===== config.mk =====
export PLATFORM = sky130hd
export DESIGN_NAME = dual_issue_route
export DESIGN_NICKNAME = d
export VERILOG_FILES = /design/src/rtl/dual_issue_route.sv
export SDC_FILE = /design/constraint.sdc
export NUM_CORES = 1
export LEC_CHECK = 0
export CELL_PAD_IN_SITES_DETAIL_PLACEMENT = 1
export CELL_PAD_IN_SITES_GLOBAL_PLACEMENT = 1
export CORE_ASPECT_RATIO = 0.75
export CORE_UTILIZATION = 37
export CTS_CLUSTER_DIAMETER = 100
export DETAILED_ROUTE_END_ITERATION = 10
export HOLD_SLACK_MARGIN = 0.15
export PLACE_DENSITY = 0.82
export SYNTH_ARGS = -nofsm -noshare
export SYNTH_HDL_FRONTEND = slang
export SYNTH_SLANG_ARGS = --single-unit

===== constraint.sdc =====
create_clock -name clock -period 2.29 [get_ports clock]
set_input_delay 0.229 -clock clock [delete_from_list [all_inputs] [get_ports clock]]
set_output_delay 0.229 -clock clock [all_outputs]
set_load 0.1 [all_outputs]

===== src/rtl/dual_issue_route.sv =====
// dual_issue_route: post-fetch issue router. Classifies each instruction of
// the fetched pair as even-pipe or odd-pipe, dual-issues legal pairs and
// splits conflicting pairs over two cycles while holding fetch.
// Optional build macro: DUAL_ISSUE_DEP_CHECK_EN (also split a mixed-class
// pair when the second instruction reads the first one's target register).
// Bit numbering note: instruction bit 0 is the MSB, so inst[0:k] in the ISA
// manual maps to inst[31:31-k] here.
// Handshake: inst_valid qualifies the input pair; when stall_fetch is high
// fetch must present the same pair again next cycle; otherwise the pair is
// consumed at the clock edge.
module dual_issue_route #(
  parameter logic [31:0] NOP_EVEN = 32'h4020_0000,
  parameter logic [31:0] NOP_ODD  = 32'h0020_0000,
  parameter int          PC_W     = 32
) (
  input  logic            clock,
  input  logic            reset,
  input  logic            inst_valid,
  input  logic [31:0]     first_inst,
  input  logic [31:0]     second_inst,
  input  logic [PC_W-1:0] pc_input,
  input  logic            branch_taken,
  input  logic            stall_in,
  output logic            stall_fetch,
  output logic [31:0]     even_inst,
  output logic [31:0]     odd_inst,
  output logic            even_valid,
  output logic            odd_valid,
  output logic [PC_W-1:0] even_pc,
  output logic [PC_W-1:0] odd_pc,
  output logic            state_dbg
);

  typedef enum logic {READY = 1'b0, SPLIT = 1'b1} state_t;

  state_t          state, n_state;
  logic [31:0]     held_inst, n_held_inst;
  logic [PC_W-1:0] held_pc, n_held_pc;

  logic [31:0]     n_even_inst, n_odd_inst;
  logic            n_even_valid, n_odd_valid;
  logic [PC_W-1:0] n_even_pc, n_odd_pc;

  // lnop sits in the odd group although its opcode does not start with 001
  function automatic logic is_odd(input logic [31:0] inst);
    return (inst[31:29] == 3'b001) || (inst[31:21] == 11'b0) ||
           (inst[31:21] == 11'b00000000001);
  endfunction

  // nop and lnop are fillers: routed normally but never flagged valid
  function automatic logic is_real(input logic [31:0] inst);
    return (inst[31:21] != 11'b01000000001) && (inst[31:21] != 11'b00000000001);
  endfunction

  logic first_odd, second_odd, held_odd, split_need;

  assign first_odd  = is_odd(first_inst);
  assign second_odd = is_odd(second_inst);
  assign held_odd   = is_odd(held_inst);

`ifdef DUAL_ISSUE_DEP_CHECK_EN
  // Stores and conditional branches share the 0010 opcode prefix; stop has
  // an all-zero opcode; nop/lnop write nothing.
  logic first_writes, dep_hit;
  assign first_writes = (first_inst[31:28] != 4'b0010) &&
                        (first_inst[31:21] != 11'b0) && is_real(first_inst);
  assign dep_hit = first_writes &&
                   ((second_inst[13:7] == first_inst[6:0]) ||
                    (second_inst[20:14] == first_inst[6:0]));
  assign split_need = (first_odd == second_odd) || dep_hit;
`else
  assign split_need = (first_odd == second_odd);
`endif

  // Fetch hold: downstream stall, or the conflict cycle of a split pair
  assign stall_fetch = !reset && !branch_taken &&
                       (stall_in || ((state == READY) && inst_valid && split_need));

  assign state_dbg = state;

  // Next-state and next-output selection for an unstalled, unflushed cycle
  always_comb begin
    n_state      = state;
    n_held_inst  = held_inst;
    n_held_pc    = held_pc;
    n_even_inst  = NOP_EVEN;
    n_odd_inst   = NOP_ODD;
    n_even_valid = 1'b0;
    n_odd_valid  = 1'b0;
    n_even_pc    = '0;
    n_odd_pc     = '0;
    if (state == SPLIT) begin
      if (held_odd) begin
        n_odd_inst  = held_inst;
        n_odd_valid = is_real(held_inst);
        n_odd_pc    = is_real(held_inst) ? held_pc : '0;
      end else begin
        n_even_inst  = held_inst;
        n_even_valid = is_real(held_inst);
        n_even_pc    = is_real(held_inst) ? held_pc : '0;
      end
      n_held_inst = '0;
      n_held_pc   = '0;
      n_state     = READY;
    end else if (inst_valid) begin
      if (first_odd) begin
        n_odd_inst  = first_inst;
        n_odd_valid = is_real(first_inst);
        n_odd_pc    = is_real(first_inst) ? pc_input : '0;
      end else begin
        n_even_inst  = first_inst;
        n_even_valid = is_real(first_inst);
        n_even_pc    = is_real(first_inst) ? pc_input : '0;
      end
      if (split_need) begin
        n_held_inst = second_inst;
        n_held_pc   = pc_input + PC_W'(4);
        n_state     = SPLIT;
      end else if (second_odd) begin
        n_odd_inst  = second_inst;
        n_odd_valid = is_real(second_inst);
        n_odd_pc    = is_real(second_inst) ? pc_input + PC_W'(4) : '0;
      end else begin
        n_even_inst  = second_inst;
        n_even_valid = is_real(second_inst);
        n_even_pc    = is_real(second_inst) ? pc_input + PC_W'(4) : '0;
      end
    end
  end

  // State and output registers; flush outranks stall, reset outranks all
  always_ff @(posedge clock) begin
    if (reset || branch_taken) begin
      state      <= READY;
      held_inst  <= '0;
      held_pc    <= '0;
      even_inst  <= NOP_EVEN;
      odd_inst   <= NOP_ODD;
      even_valid <= 1'b0;
      odd_valid  <= 1'b0;
      even_pc    <= '0;
      odd_pc     <= '0;
    end else if (!stall_in) begin
      state      <= n_state;
      held_inst  <= n_held_inst;
      held_pc    <= n_held_pc;
      even_inst  <= n_even_inst;
      odd_inst   <= n_odd_inst;
      even_valid <= n_even_valid;
      odd_valid  <= n_odd_valid;
      even_pc    <= n_even_pc;
      odd_pc     <= n_odd_pc;
    end
  end

endmodule


==> impl_metrics.yaml, run 1 <==
global_routing:
  grt_max_degree: 72
  grt_overflow_total: 0
  grt.total_usage_pct: 30.53
  antenna_found_initial: 1
  grt_pass1_wl_um: 61520
  first_global_vias: 10632
synth:
  synth_area_um2: 9298
  ys_seq_area_share_pct: 41.99
  syn_inst: 1096
  synthesis.nets: 1198
  yosys-top-cells-area: "dfxtp_1 42%, o21ai_0 7.6%, nand2_1 5.4%"
  syn_area_per_cell_um2: 8.483
  synth_edf_count: 0
  async_flop_share_pct: 0
  yosys-top-cells-count: "195 x dfxtp_1, 141 x o21ai_0, 133 x nand2_1"
  yosys_warnings: 0
  ys_ff_latch: 195
  yosysMostFrequentCell: "dfxtp_1"
  yosysTopAreaCell: "dfxtp_1"
  synth.distinct_cells: 65
  synth_top_area_share_pct: 41.99
  synth_flop_cell: "dfxtp_1"
critical_path:
  crit_fanout: 5
  crit_chain: "dlygate4sd2_1, nor4_2, buf_4, a21oi_2, buf_4, nor3_4, xnor2_2, a21oi_2, nor2_2, buf_12"
  path_buf_inv: 4
  critical-path-max-stage-delay_ns: 0.28
  crit_type: "in -> out"
  crit_path_start_kind: "input pin"
  worstSetupEndpointType: "output pin"
  cp.arrival_ns: 1.97
  cp.required_ns: 2.06
  cpMaxStageDelayCell: "nor4_2"
  path_delay_family: "buffers and inverters"
clock_tree:
  cts_buffers: 17
  clkLatencyLatePin_ns: 0.45
  htree_levels: 4
  cts.path.max_buffers: 2
  path_clk_slew_ns: 0.07
  cts_tree: "built"
  clk_root_buffer_cell: "clkbuf_16"
  cts_sinks: 195
floorplanning:
  core_area_um2: 24340
  rows: 49
  dieWidth_um: 185.0
  io_pins: 233
  die-height_um: 139.3
  die_area_um2: 25770
  initial_core_util_pct: 38.20
timing:
  rsz0062_at_grt: "no"
  fin_skew_ns: 0.01628
  tightest_slew_ns: 0.8069
  finalHoldViolations: 0
  period_minus_slack_ns: 2.197
  relSlewSlack_pct: 46.21
  achievable-frequency_ghz: 0.4552
  min_period_over_period_pct: 95.93
  finalSetupViolations: 0
  final-max-slew-violation-count: 0
detailed_routing:
  drt_pre_antenna_iters: 8
  wl_per_cell_um: 22.90
  drt_iter0_markers: 1037
  antenna_left: 0
  drc_errors: 0
  routed_wl_um: 39570
  viasPerCell: 6.042
  vias: 10441
job:
  drv_cap: 0
power:
  power.total_mw: 8.440
  powerDensity_nw_per_um2: 645.9
  ir_worst_vdd_mv: 0.5114
  leakage_nw: 4.899
finish:
  nets: 1486
  drive_above_1_share_pct: 24.00
  areaGrowthSynthToFinish_pct: 40.55
  final_util_pct: 53.69
  stdcell_count: 1728
placement:
  dp_hpwl_um: 27580
  numPlacedInstances: 1694
  io_buffers: 232
  gp_congestion: 0.9277
min_path:
  hold_path_class: "in -> reg"
run_status:
  status: "finished, final reports clean"
-- tightest hold or removal path, delay by kind of cell --
| family | cells | cell delay, ns |
|---|---|---|
| compound gates | 1 | 0.13 |
| buf+inv | 2 | 0.32 |
-- power by group --
part           total (mW)  leakage (nW)  switching [mW]  internal (mW)
Combinational        1.85          3.06            1.27          0.583
Clock                3.03         0.258            1.42           1.61
Sequential           3.56          1.59          0.0688           3.49
-- timing repair --
item	CTS	global route
endpoints found under the setup margin	1	6
buffers inserted	2	0
resized for setup	13	4
pin swaps	8	4
hold buffers	0	0
-- per-layer routing --
layer | track usage (%) | part of all wire [%]
met1 | 43.54 | 46
met2 | 45.73 | 44
met3 | 6.464 | 7.1
met4 | 9.395 | 2.0
met5 | 0 | 0
-- worst paths after layout --
path	endpoint	start	cells after the start	slack (ns)
worst max-delay path	stall_fetch	second_inst[28]	10	0.09
worst max register to register	even_inst[2]$_SDFFE_PN0N_	state_dbg$_SDFFE_PN0N_	8	0.22
worst min-delay path	held_inst[27]$_SDFFE_PN0P_	second_inst[27]	3	0.26
worst min register to register	held_pc[12]$_SDFFE_PN0P_	held_pc[12]$_SDFFE_PN0P_	1	0.49
-- final cells by class --
type	instances	area (um^2)
antenna	1	2.502
fill	2863	11270
inverter	6	25.02
multi-input combinational	795	4955
sequential	195	3905
tap	331	414.1
clock buffer	19	432.9
timing repair buffer	369	3201
clock inverter	12	132.6
-- registers in the layout (all words and copies together) (netlist names) --
signal      cells
odd_valid       1
odd_inst       32
even_valid      1
held_pc        32
held_inst      32
state_dbg       1
even_inst      32
odd_pc         32
even_pc        32
-- through the flow --
| step | hold WS [ns] | setup slack [ns] | instance area (um^2) | TNS, ns |
|---|---|---|---|---|
| floorplan | 0.3167 | -0.03030 | 9301 | -0.03030 |
| global placement | 0.4684 | -0.2544 | 12450 | -24.87 |
| detailed placement | 0.4745 | -0.2683 | 12450 | -25.38 |
| CTS | 0.2732 | 0.01220 | 13050 | 0 |
| global route | 0.2869 | 0.03442 | 13070 | 0 |
| finish | 0.2633 | 0.09330 | 13070 | 0 |
-- kinds of logic after synthesis --
kind of cell / share of synthesized area [%]
adders and majority gates: 0.1345
and+or+nand+nor: 14.99
xor gates and xnor gates: 2.355
buffers and inverters: 5.598
AOI/OAI and AO/OA: 34.93
DFF: 41.99
-- cell usage in the layout, fill, tap and decap left out, types with 15 or more instances in the layout --
cell,netlist,final
clkbuf_16,0,17
a31oi_1,77,77
a221oi_1,56,56
o21ai_0,141,141
a32oi_1,21,21
buf_12,0,15
dfxtp_1,195,194
nand2_1,133,133
a22o_1,53,53
a21oi_1,77,76
clkdlybuf4s50_1,0,89
buf_4,2,255
nor2_1,41,36
xnor2_1,16,15
Note: power is estimated with default switching activity, not from simulation.
==> run 2: changes to the inputs <==
- CTS_BUF_LIST: unset -> sky130_fd_sc_hd__clkbuf_8 sky130_fd_sc_hd__clkbuf_16
==> run 2 against run 1 <==
- wire length hardly changed
- non-clock buffer count is the same
- clock skew up 0.00058 ns
- count of clock-buffer cells in the layout fell by 2
- maximum frequency fell by 0.20%
==> impl_metrics.yaml, run 2 (same netlist as run 1, synthesis figures left out) <==
placement:
  io_buffers: 232
  dp_hpwl_um: 27580
  gp_congestion: 0.9277
  place_area_um2: 12450
  post-place-ws_ns: -0.2683
  numPlacedInstances: 1694
clock_tree:
  cts_buffers: 17
  cts.path.max_buffers: 2
  cts_sinks: 195
  htree_levels: 4
  clkLatencyLatePin_ns: 0.45
  cts_tree: "built"
  clk_root_buffer_cell: "clkbuf_16"
  path_clk_slew_ns: 0.07
timing:
  fin_ws_ns: 0.08900
  min_period_over_period_pct: 96.11
  finalSetupViolations: 0
  whs_ns: 0.2624
  rsz0062_at_grt: "no"
  final-max-slew-violation-count: 0
  tightest_slew_ns: 0.8027
  period_minus_slack_ns: 2.201
  relSlewSlack_pct: 46.49
  achievable-frequency_ghz: 0.4543
  tns_ns: 0
  finalHoldViolations: 0
  fin_skew_ns: 0.01686
global_routing:
  gr-usage-met3_pct: 6.464
  first_global_vias: 10632
  grt.busiest_layer: "met2"
  grt.met2_usage_pct: 45.73
  grt.total_usage_pct: 30.53
  grt_overflow_total: 0
  antenna_found_initial: 1
  global_route.usage.met1_pct: 43.54
  grt_max_degree: 72
  grt_pass1_wl_um: 61520
floorplanning:
  die_area_um2: 25770
  core_area_um2: 24340
  dieWidth_um: 185.0
  rows: 49
  io_pins: 233
  die-height_um: 139.3
  initial_core_util_pct: 38.20
finish:
  fin_area_um2: 13070
  areaGrowthSynthToFinish_pct: 40.55
  multi_input_area_um2: 4955
  stdcell_count: 1728
  final_common_cell: "buf_4"
  nFillCells: 2863
  final_cell_mix: "255 x buf_4, 194 x dfxtp_1, 141 x o21ai_0"
  drive_above_1_share_pct: 24.00
  seqCellArea_um2: 3905
  final_util_pct: 53.69
  nets: 1486
detailed_routing:
  wl_per_cell_um: 22.91
  antenna_left: 0
  viasPerCell: 6.045
  vias: 10446
  drc_errors: 0
  drt_pre_antenna_iters: 6
  routed_wl_um: 39580
  drt_iter0_markers: 1034
critical_path:
  r2r-end: "even_inst[2]$_SDFFE_PN0N_"
  r2r_setup_slack_ns: 0.21
  rr_startpoint: "state_dbg$_SDFFE_PN0N_"
  crit_fanout: 5
  cp.arrival_ns: 1.97
  crit_type: "in -> out"
  cp.required_ns: 2.06
  cpMaxStageDelayCell: "clkdlybuf4s50_1"
  r2r_cells: 8
  critical-path-max-stage-delay_ns: 0.57
  crit_path_start_kind: "input pin"
  crit_chain: "clkdlybuf4s50_1, buf_4, a21oi_2, buf_4, nor3_4, xnor2_2, a21oi_2, nor2_2, buf_12"
  worstSetupEndpointType: "output pin"
power:
  p_clk_share_pct: 35.8
  internal-power_mw: 5.672
  swShare_pct: 32.73
  power.switching_mw: 2.759
  ir_worst_vdd_mv: 0.5127
  leakage_nw: 4.908
  combinationalPowerShare_pct: 22.0
  power.total_mw: 8.431
  powerDensity_nw_per_um2: 645.2
  p_seq_share_pct: 42.2
min_path:
  hold_start: "second_inst[27]"
  min_path_cells: 3
  whs_endpoint: "held_inst[27]$_SDFFE_PN0P_"
  hold_path_class: "in -> reg"
run_status:
  status: "finished, final reports clean"
job:
  drv_cap: 0
==> run 2: per-layer routing <==
metal	share of wire (%)	vias to the layer above	wire length [um]
met2	45	406	17630
met1	46	5235	18390
met4	2.0	0	796
met5	0	-	0
li1	-	4755	-
met3	7.0	50	2765
==> run 2: worst max-delay path, delay by kind of cell <==
family                 cells  cell delay, ns
buffers and inverters      4            1.09
XOR/XNOR                   1            0.16
AO/OA/AOI/OAI              2            0.13
AND/OR/NAND/NOR            2            0.34
==> run 2: repair_timing <==
action,CTS,global route
hold buffers,0,0
pin swaps,8,4
setup buffers,2,0
resized for setup,13,4
endpoints found under the setup margin,1,6
==> run 2: cell type report <==
type / instances / share of cell area, %
antenna: 1 / 0.01915
clock buffer: 17 / 3.255
clock inverter: 14 / 1.072
inverter: 6 / 0.1915
multi-input combinational: 795 / 37.92
sequential: 195 / 29.88
tap: 331 / 3.169
timing repair buffer: 369 / 24.49
==> run 2: worst max path at each step <==
stage / startpoint / to / slack (ns) / cells after the start
floorplan: state_dbg$_SDFFE_PN0N_ / stall_fetch / -0.03 / 5
detailed placement: second_inst[25] / stall_fetch / -0.27 / 9
finish: second_inst[29] / stall_fetch / 0.09 / 9
CTS: second_inst[28] / stall_fetch / 0.01 / 10
global route: second_inst[28] / stall_fetch / 0.03 / 10
global placement: second_inst[25] / stall_fetch / -0.25 / 9
==> run 2: power by group through the flow <==
stage	Sequential (mW)	Combinational (mW)	Clock, mW
floorplan	4.18	0.518	0
global placement	3.63	1.79	0
detailed placement	3.63	1.82	0
CTS	3.56	1.83	3.04
global route	3.57	1.94	3.18
finish	3.56	1.86	3.02
==> run 3: changes to the inputs <==
- ABC_CLOCK_PERIOD_IN_PS: unset -> 2860
- CORE_UTILIZATION: 37 -> 38
- CTS_CLUSTER_DIAMETER: 100 -> 50
- PLACE_DENSITY: 0.82 -> 0.84
- clock period: 2.29 -> 2.86 ns (I/O delays scaled with it)
==> run 3 against run 2 <==
- sequential share of layout area increased by 1.7 points
- wire length decreased by 5.2%
- final cell count decreased by 4.5%
- final area decreased by 5.3%
- sequential power decreased by 20%
- power decreased by 20%
- sequential cell count unchanged
- clock power decreased by 18%
- setup slack improved by 0.090 ns
- die area decreased by 2.6%
- utilization decreased by 2.1 points
==> impl_metrics.yaml, run 3 (same netlist as run 1, synthesis figures left out) <==
clock_tree:
  clkLatencyLatePin_ns: 0.44
  cts.path.max_buffers: 2
  ctsHoldBuffers: 0
  clk_root_buffer_cell: "clkbuf_16"
  htree_levels: 4
  cts_buffers: 17
  postCtsSetupBuffers: 0
  cts_tree: "built"
  cts_resized: 0
  path_clk_slew_ns: 0.07
  cts_sinks: 195
detailed_routing:
  vias: 10101
  drc_errors: 0
  antenna_left: 0
  wl_per_cell_um: 22.74
  drt_pre_antenna_iters: 5
  routed_wl_um: 37520
  viasPerCell: 6.122
  drt_iter0_markers: 966
global_routing:
  antenna_found_initial: 0
  grt_pass1_wl_um: 57410
  grt.total_usage_pct: 29.22
  grt_overflow_total: 0
  grt_max_degree: 124
  first_global_vias: 9988
floorplanning:
  dieWidth_um: 182.6
  initial_core_util_pct: 38.79
  die-height_um: 137.5
  core_area_um2: 23970
  die_area_um2: 25100
  io_pins: 233
  rows: 49
critical_path:
  crit_type: "in -> out"
  crit_fanout: 6
  crit_path_start_kind: "input pin"
  worstSetupEndpointType: "output pin"
  cp.arrival_ns: 2.39
  cp.required_ns: 2.57
timing:
  tightest_slew_ns: 0.6933
  rsz0062_at_grt: "no"
  fin_skew_ns: 0.01193
  finalHoldViolations: 0
  min_period_over_period_pct: 93.74
  finalSetupViolations: 0
  relSlewSlack_pct: 53.78
  final-max-slew-violation-count: 0
  tns_ns: 0
  achievable-frequency_ghz: 0.3730
  fin_ws_ns: 0.1790
  period_minus_slack_ns: 2.681
placement:
  io_buffers: 232
  gp_congestion: 0.8948
  dp_hpwl_um: 25230
  post-place-ws_ns: 0.1148
job:
  drv_cap: 0
power:
  ir_worst_vdd_mv: 0.3939
  leakage_nw: 4.482
  powerDensity_nw_per_um2: 542.4
finish:
  areaGrowthSynthToFinish_pct: 33.09
  drive_above_1_share_pct: 19.41
  final_util_pct: 51.62
  final_cell_mix: "195 x dfxtp_1, 185 x buf_4, 141 x o21ai_0"
  final_common_cell: "dfxtp_1"
  antenna_cells: 0
  nets: 1408
  nFillCells: 2805
run_status:
  status: "finished, final reports clean"
min_path:
  hold_path_class: "in -> reg"
## run 3: metal layers
metal | vias to the layer above | track usage [%] | routed length (um)
met5 | - | 0 | 0
li1 | 4604 | - | -
met2 | 450 | 44.78 | 16610
met4 | 0 | 8.683 | 802
met1 | 4985 | 41.68 | 17340
met3 | 62 | 5.181 | 2777
## run 3: area by class of cell
cell class / instances / area, um^2 / share of cell area (%)
timing repair buffer: 291 / 2520 / 20.36
inverter: 6 / 25.02 / 0.2022
multi-input combinational: 795 / 4918 / 39.75
clock buffer: 19 / 452.9 / 3.660
tap: 331 / 414.1 / 3.347
clock inverter: 13 / 140.1 / 1.132
sequential: 195 / 3904 / 31.55
## run 3: critical path, stage by stage
cell             delay [ns]
clkdlybuf4s50_1        0.48
nor3_1                 0.32
buf_4                  0.18
a21oi_2                0.12
nor3_4                 0.31
xnor2_1                0.22
a21oi_1                0.14
nor2_2                 0.15
buf_12                 0.19
## run 3: power by group
group	switching, mW	internal, mW	total, mW
registers	0.0566	2.79	2.85
clock network	1.19	1.28	2.48
logic	0.982	0.400	1.38
## run 3: worst paths after layout
kind              slack (ns)                  startpoint                         end  cells past startpoint
setup / recovery        0.18             second_inst[27]                 stall_fetch                      9
hold / removal          0.33                    stall_in   odd_inst[30]$_SDFFE_PN0N_                      2
setup reg to reg        0.46      state_dbg$_SDFFE_PN0N_    even_pc[28]$_SDFFE_PN0N_                      5
hold reg to reg         0.48  even_inst[30]$_SDFFE_PN1N_  even_inst[30]$_SDFFE_PN1N_                      1
## run 3: through the flow
step                hold slack, ns  cell area, um^2  power, mW  std cells
finish                      0.3310            12370      6.711       1650
global route                0.3305            12370      6.915       1650
CTS                         0.3044            12370      6.729       1650
detailed placement          0.4634            11780      4.271       1618
global placement            0.4601            11780      4.251       1618
floorplan                   0.3737             9300      3.764       1096
